--- src/rtl/ps2_host_tx.sv ---
// rtl/ps2_host_tx.sv - Wishbone-slave PS/2 host-to-device command transmitter
module ps2_host_tx #(
    parameter int CLOCK_FREQ = 50000000,
    parameter int INHIBIT_US = 100,
    parameter int TIMEOUT_US = 15000
) (
    input  logic        clk_i,
    input  logic        rst_i,
    input  logic        cyc_i,
    input  logic        stb_i,
    input  logic        we_i,
    input  logic [3:0]  sel_i,
    input  logic [31:0] adr_i,
    input  logic [31:0] dat_i,
    output logic [31:0] dat_o,
    output logic        ack_o,
    output logic        int_o,
    input  logic        kb_clk_i,
    input  logic        kb_dat_i,
    output logic        kb_clk_oe_o,
    output logic        kb_dat_oe_o
);

    localparam int INHIBIT_CYC = CLOCK_FREQ / 1000000 * INHIBIT_US;
    localparam int TIMEOUT_CYC = CLOCK_FREQ / 1000000 * TIMEOUT_US;
    localparam int INH_W       = $clog2(INHIBIT_CYC + 1);
    localparam int TMO_W       = $clog2(TIMEOUT_CYC + 1);

    typedef enum logic [2:0] {
        S_IDLE,
        S_INHIBIT,
        S_REQ,
        S_SHIFT,
        S_ACK,
        S_WAITIDLE
    } state_t;

    state_t             state, state_nxt;
    logic [INH_W-1:0]   inh_cnt;
    logic [TMO_W-1:0]   tmo_cnt;
    logic [9:0]         tx_sr;
    logic [3:0]         bit_cnt;

    logic               clk_s1, clk_s2, clk_prev;
    logic               dat_s1, dat_s2;
    logic               fe;

    logic               done, nack, tout, ovr, ie;
    logic               busy;

    logic               acc, wr_en;
    logic               tx_wr, st_wr, ctrl_wr;
    logic [31:0]        rdata;

    logic               clk_oe, dat_oe;
    logic               set_done, set_nack, set_tout, shift_en, tmo_load;
    logic               tmo_zero;

    logic               unused_bits;
    assign unused_bits = ^{sel_i, adr_i[31:4], adr_i[1:0], dat_i[31:8]};

    // Lines idle high, so the synchronizers reset to 1 to avoid a phantom edge.
    always_ff @(posedge clk_i or negedge rst_i) begin
        if (!rst_i) begin
            clk_s1   <= 1'b1;
            clk_s2   <= 1'b1;
            clk_prev <= 1'b1;
            dat_s1   <= 1'b1;
            dat_s2   <= 1'b1;
        end else begin
            clk_s1   <= kb_clk_i;
            clk_s2   <= clk_s1;
            clk_prev <= clk_s2;
            dat_s1   <= kb_dat_i;
            dat_s2   <= dat_s1;
        end
    end

    assign fe = clk_prev & ~clk_s2;

    // Bus side: writes commit on the cycle ack_o is high.
    assign acc     = cyc_i & stb_i;
    assign wr_en   = acc & we_i & ack_o;
    assign busy    = (state != S_IDLE);
    assign tx_wr   = wr_en & (adr_i[3:2] == 2'd0) & ~busy;
    assign st_wr   = wr_en & (adr_i[3:2] == 2'd1);
    assign ctrl_wr = wr_en & (adr_i[3:2] == 2'd2);

    always_comb begin
        rdata = 32'h0;
        case (adr_i[3:2])
            2'd1:    rdata = {27'h0, ovr, tout, nack, done, busy};
            2'd2:    rdata = {31'h0, ie};
            default: rdata = 32'h0;
        endcase
    end

    always_ff @(posedge clk_i or negedge rst_i) begin
        if (!rst_i) begin
            ack_o <= 1'b0;
            dat_o <= 32'h0;
        end else begin
            ack_o <= acc & ~ack_o;
            dat_o <= (acc & ~we_i & ~ack_o) ? rdata : 32'h0;
        end
    end

    assign tmo_zero = (tmo_cnt == '0);

    always_comb begin
        state_nxt = state;
        clk_oe    = 1'b0;
        dat_oe    = 1'b0;
        set_done  = 1'b0;
        set_nack  = 1'b0;
        set_tout  = 1'b0;
        shift_en  = 1'b0;
        tmo_load  = 1'b0;
        case (state)
            S_IDLE: begin
                if (tx_wr) state_nxt = S_INHIBIT;
            end
            S_INHIBIT: begin
                clk_oe = 1'b1;
                dat_oe = (inh_cnt == '0);
                if (inh_cnt == '0) begin
                    state_nxt = S_REQ;
                    tmo_load  = 1'b1;
                end
            end
            S_REQ: begin
                dat_oe = 1'b1;
                if (tmo_zero) begin
                    set_tout  = 1'b1;
                    state_nxt = S_IDLE;
                end else if (fe) begin
                    state_nxt = S_SHIFT;
                end
            end
            S_SHIFT: begin
                dat_oe = ~tx_sr[0];
                if (tmo_zero) begin
                    set_tout  = 1'b1;
                    state_nxt = S_IDLE;
                end else if (fe) begin
                    if (bit_cnt == 4'd9) state_nxt = S_ACK;
                    else                 shift_en  = 1'b1;
                end
            end
            S_ACK: begin
                // Timeout is checked first so it wins over a coincident ack edge.
                if (tmo_zero) begin
                    set_tout  = 1'b1;
                    state_nxt = S_IDLE;
                end else if (fe) begin
                    set_nack  = dat_s2;
                    state_nxt = S_WAITIDLE;
                end
            end
            S_WAITIDLE: begin
                if (clk_s2 & dat_s2) begin
                    set_done  = 1'b1;
                    state_nxt = S_IDLE;
                end
            end
            default: state_nxt = S_IDLE;
        endcase
    end

    // OEs are decoded from state so an async reset releases the lines at once.
    assign kb_clk_oe_o = clk_oe;
    assign kb_dat_oe_o = dat_oe;

    always_ff @(posedge clk_i or negedge rst_i) begin
        if (!rst_i) begin
            state   <= S_IDLE;
            inh_cnt <= '0;
            tmo_cnt <= '0;
            tx_sr   <= 10'h0;
            bit_cnt <= 4'd0;
        end else begin
            state <= state_nxt;
            if (tx_wr) begin
                tx_sr   <= {1'b1, ~^dat_i[7:0], dat_i[7:0]};
                bit_cnt <= 4'd0;
                inh_cnt <= INH_W'(INHIBIT_CYC - 1);
            end else begin
                if (state == S_INHIBIT && inh_cnt != '0) inh_cnt <= inh_cnt - 1'b1;
                if (shift_en) begin
                    tx_sr   <= {1'b0, tx_sr[9:1]};
                    bit_cnt <= bit_cnt + 4'd1;
                end
            end
            if (tmo_load)
                tmo_cnt <= TMO_W'(TIMEOUT_CYC - 1);
            else if ((state == S_REQ || state == S_SHIFT || state == S_ACK) && !tmo_zero)
                tmo_cnt <= tmo_cnt - 1'b1;
        end
    end

    // A hardware set in the same cycle as a write-1-to-clear keeps the flag.
    always_ff @(posedge clk_i or negedge rst_i) begin
        if (!rst_i) begin
            done  <= 1'b0;
            nack  <= 1'b0;
            tout  <= 1'b0;
            ovr   <= 1'b0;
            ie    <= 1'b0;
            int_o <= 1'b0;
        end else begin
            done  <= set_done | (done & ~(st_wr & dat_i[1]));
            nack  <= set_nack | (nack & ~(st_wr & dat_i[2]));
            tout  <= set_tout | (tout & ~(st_wr & dat_i[3]));
            ovr   <= (wr_en & (adr_i[3:2] == 2'd0) & busy) | (ovr & ~(st_wr & dat_i[4]));
            if (ctrl_wr) ie <= dat_i[0];
            int_o <= ie & (done | nack | tout);
        end
    end

endmodule

--- config.mk ---
export PLATFORM = sky130hd
export DESIGN_NAME = ps2_host_tx
export DESIGN_NICKNAME = d
export VERILOG_FILES = /design/src/rtl/ps2_host_tx.sv
export SDC_FILE = /design/constraint.sdc
export NUM_CORES = 1
export LEC_CHECK = 0
export BUFFER_PORTS_ARGS = -buffer_cell sky130_fd_sc_hd__buf_2
export CAP_MARGIN = 40
export CORE_MARGIN = 5
export CORE_UTILIZATION = 52
export DETAILED_ROUTE_END_ITERATION = 8
export PLACE_DENSITY = 0.81
export SLEW_MARGIN = 20
export SYNTH_ARGS = -nofsm -noshare
export SYNTH_HDL_FRONTEND = slang
export SYNTH_SLANG_ARGS = --single-unit
--- constraint.sdc ---
create_clock -name clk_i -period 3.8 [get_ports clk_i]
set_clock_uncertainty 0.15 [all_clocks]
set_input_delay 0.57 -clock clk_i [delete_from_list [all_inputs] [get_ports clk_i]]
set_output_delay 0.57 -clock clk_i [all_outputs]
set_load 0.02 [all_outputs]
==> metrics.md <==
| Metric | Value |
|---|---|
| Longest Clk Path Bufs | 2 |
| Synth Area in Compound Gates | roughly 16% |
| Sequential element share of the synthesized area | between 40% and 50% |
| Worst-path cell chain | or4_4, or2_2, or4_1, nand2_1, buf_2 |
| R2R Path Start | tmo_cnt[0] |
| Most frequent cells in the layout | 62 x dfrtp_1, 30 x nand2_1, 27 x conb_1 |
| Final ANT Viol Nets | 0 |
| Syn avg cell area | about 10 sq um |
| Clock transition at path regs | approximately 0.08 ns |
| Hold EP | clk_s1 |
| Root buf cell | clkbuf_8 |
| Wire per inst | ~14 microns |
| Class of the worst hold path | in2reg |
| Worst setup EP type | output pin |
| Rows | 30 |
| Hold Startpoint | kb_clk_i |
| Run status | finished, final reports clean |
| Vias per std cell | about 5.5 |
| Setup bufs post-CTS | 0 |
| Clk Latency, worst-skew pair | 0.36 ns |
| Die height | about 94 microns |
| Top Family by Delay on Critical Path | simple AND/OR/NAND/NOR gates |
| Hold Crit Depth | 1 |
| Crit-path slowest cell | or4_1 |
| Post-Syn Instances | 370 |
| Syn Std Cell Area | approximately 3700 sq um |
| Count of pins over their slew limit | 0 |
| GRT Overall Usage | roughly 17% |
| DRC Markers | 0 |
| Post-synth top area cell | dfrtp_1 |
| Initial Util | between 50% and 60% |
| Synth top area cells | dfrtp_1 42%, buf_4 5.5%, xnor2_1 3.8%, dfstp_2 3.6%, nand2_1 3.1% |
| Die Outline Area | slightly below 9000 sq um |
| Vias in the first global route | 2692 |
| Post-synthesis adder-cell area fraction | ~2.7% |
| Setup WS post-layout | roughly 0.26 ns |
| CP bufs+invs | 1 |
| Post-synth EDFFs | 0 |
| Routability-driven placement congestion ratio | between 0.8 and 0.9 |
| Hpwl dp | 5025 microns |
| Pwr Density | between 400 and 500 nW/um^2 |
| Synth top area share | 42.12% |
| FF-to-FF End | state[0] |
| Hold Buf Count CTS | 1 |
| Final Hold Fails | 0 |
| Slew @ Worst Pin | 0.7256 ns |
| Most common cell after layout, fill and taps aside | dfrtp_1 |
| Largest net degree at the start of global routing | 29 |
| Dominant synthesized flop cell | dfrtp_1 |
| CTS buffer count | 9 |
| Worst EP required | 3.08 ns |
| Max cap viols | 0 |
| # diodes | 0 |
| Die Wd | 94.17 microns |
| Synthesized flop and latch total | 67 |
| Fin crit share | 93.08% |
| Share of layout cells above drive strength 1 | between 10% and 20% |
| Warnings from Yosys | 0 |
| Iter 0 DRT Violations | 239 |
| Worst R2R Setup Slack | approximately 0.94 ns |
| Post-synthesis mux area share | less than 1% |
| Asr flop ratio synth | 100.0% |
| PortBufs | 25 |
| Initial antenna violation count | 0 |
| Vias | about 2700 |
| Worst path arrival time | 2.82 ns |
| Final setup fails | 0 |
| Overflow after GRT | 0 |
| Area growth syn-to-layout | 8.730% |
| Fillers | 596 |
| Setup WS pre-CTS | between 0.6 and 0.7 ns |
| # clock sinks | between 60 and 70 |
| Crit Path Category | reg2out |
| VDD IR max | around 380 uV |
| Min Tclk post-route | approximately 3.5 ns |
| Final nets | 477 |
| RSZ-0062 raised after global routing | false |
| Core area | 6832 sq um |
| Worst R2R Path Depth | 7 |
| Critical Path Source Type | flip-flop |
| First-pass GRT wire length | approximately 12000 microns |
| Slew headroom | 51.26% |
| Largest family of logic cells by synthesized area | simple AND/OR/NAND/NOR gates |
| Final setup TNS | 0 ns |
| Leak Pwr | slightly below 2 nW |
| DRT Wirelength | approximately 7100 microns |
| Number of library cell types mapped by synthesis | between 60 and 70 |
| Top-Level Pins | roughly 110 |
| Max H-tree Level | 3 |
| Total Power | just under 2 mW |
| Worst setup path startpoint | inh_cnt[2] |
| Post-synthesis simple-gate area fraction | 20.92% |
| DRT Pass-1 Iters | 4 |
| Crit-path max FO | 10 |
| Largest stage delay on the critical path | 0.73 ns |
| CTS resizes | 0 |
| XOR/XNOR share of the synthesized area | 5.231% |
| CTS tree | built |
| Max Fclk | 0.2827 GHz |
## area by class of cell
type	count	area, sq um	area share, %
clock inverters	7	92.59	2.312
inverters	10	37.54	0.9372
well taps	96	120.1	2.999
repair buffers	30	177.7	4.436
clock buffers	9	123.9	3.093
flip-flops and latches	67	1683	42.02
multi-input cells	276	1770	44.20
## per-stage QoR
step,std cells,hold WS (ns),area (sq um),util (%)
6_report,495,0.1534,4005,58.63
5_1_grt,495,0.1360,4005,58.63
3_3_place_gp,477,0.1983,3759,55.02
4_1_cts,495,0.1439,4005,58.63
2_1_floorplan,396,0.1244,3781,-
3_5_place_dp,478,0.2032,3779,55.31
## state kept, by name, indices dropped and copies added, names as in the netlist, 3 cells and up
| register | cells |
|---|---|
| bit_cnt | 4 |
| dat_o | 5 |
| inh_cnt | 13 |
| state | 3 |
| tmo_cnt | 20 |
| tx_sr | 10 |
## power by group
group	internal, mW	switching, mW	leakage (nW)
clock network	0.366	0.277	0.101
logic	0.160	0.250	1.01
registers	0.806	0.100	0.837
total	1.33	0.628	1.95
## logic make-up (layout without fill, tap and decap cells)
| logic type | count (synthesis) | after routing |
|---|---|---|
| xor gates and xnor gates | 22 | 22 |
| DFF | 67 | 67 |
| AOI/OAI and AO/OA | 78 | 78 |
| muxes | 2 | 2 |
| buffers and inverters | 53 | 56 |
| other | 1 | 27 |
| and+or+nand+nor | 139 | 139 |
| adders and majority gates | 8 | 8 |
## cells in the mapped netlist, drive strengths merged (6+ instances only)
cell	instances
nor3	15
and2	6
clkbuf	8
or4	11
nand2	30
dfrtp	62
o211ai	9
xnor2	16
ha	8
a21o	10
inv	10
nand3	13
a22o	7
buf	35
or3	6
nor4	10
o21ai	12
nor2	21
xor2	6
a21oi	8
o31ai	7
## how the worst max path moves through the flow
stage,endpoint,cells after the start,slack [ns]
6_report,kb_dat_oe_o,5,0.26
3_3_place_gp,kb_dat_oe_o,5,0.66
3_5_place_dp,kb_dat_oe_o,5,0.62
4_1_cts,kb_dat_oe_o,5,0.24
5_1_grt,kb_dat_oe_o,5,0.12
2_1_floorplan,kb_dat_oe_o,7,0.81
## metal layers
| metal | share of wire, % | GRT usage [%] | vias to the layer above | wire length (microns) |
|---|---|---|---|---|
| li1 | - | - | 1341 | - |
| met2 | 48 | 27.36 | 65 | 3381 |
| met3 | 6.4 | 5.769 | 13 | 456 |
| met4 | 2.3 | 6.619 | 0 | 161 |
| met1 | 43 | 21.91 | 1309 | 3079 |
| met5 | 0 | 0 | - | 0 |
Power figures use the tool's default switching activity.
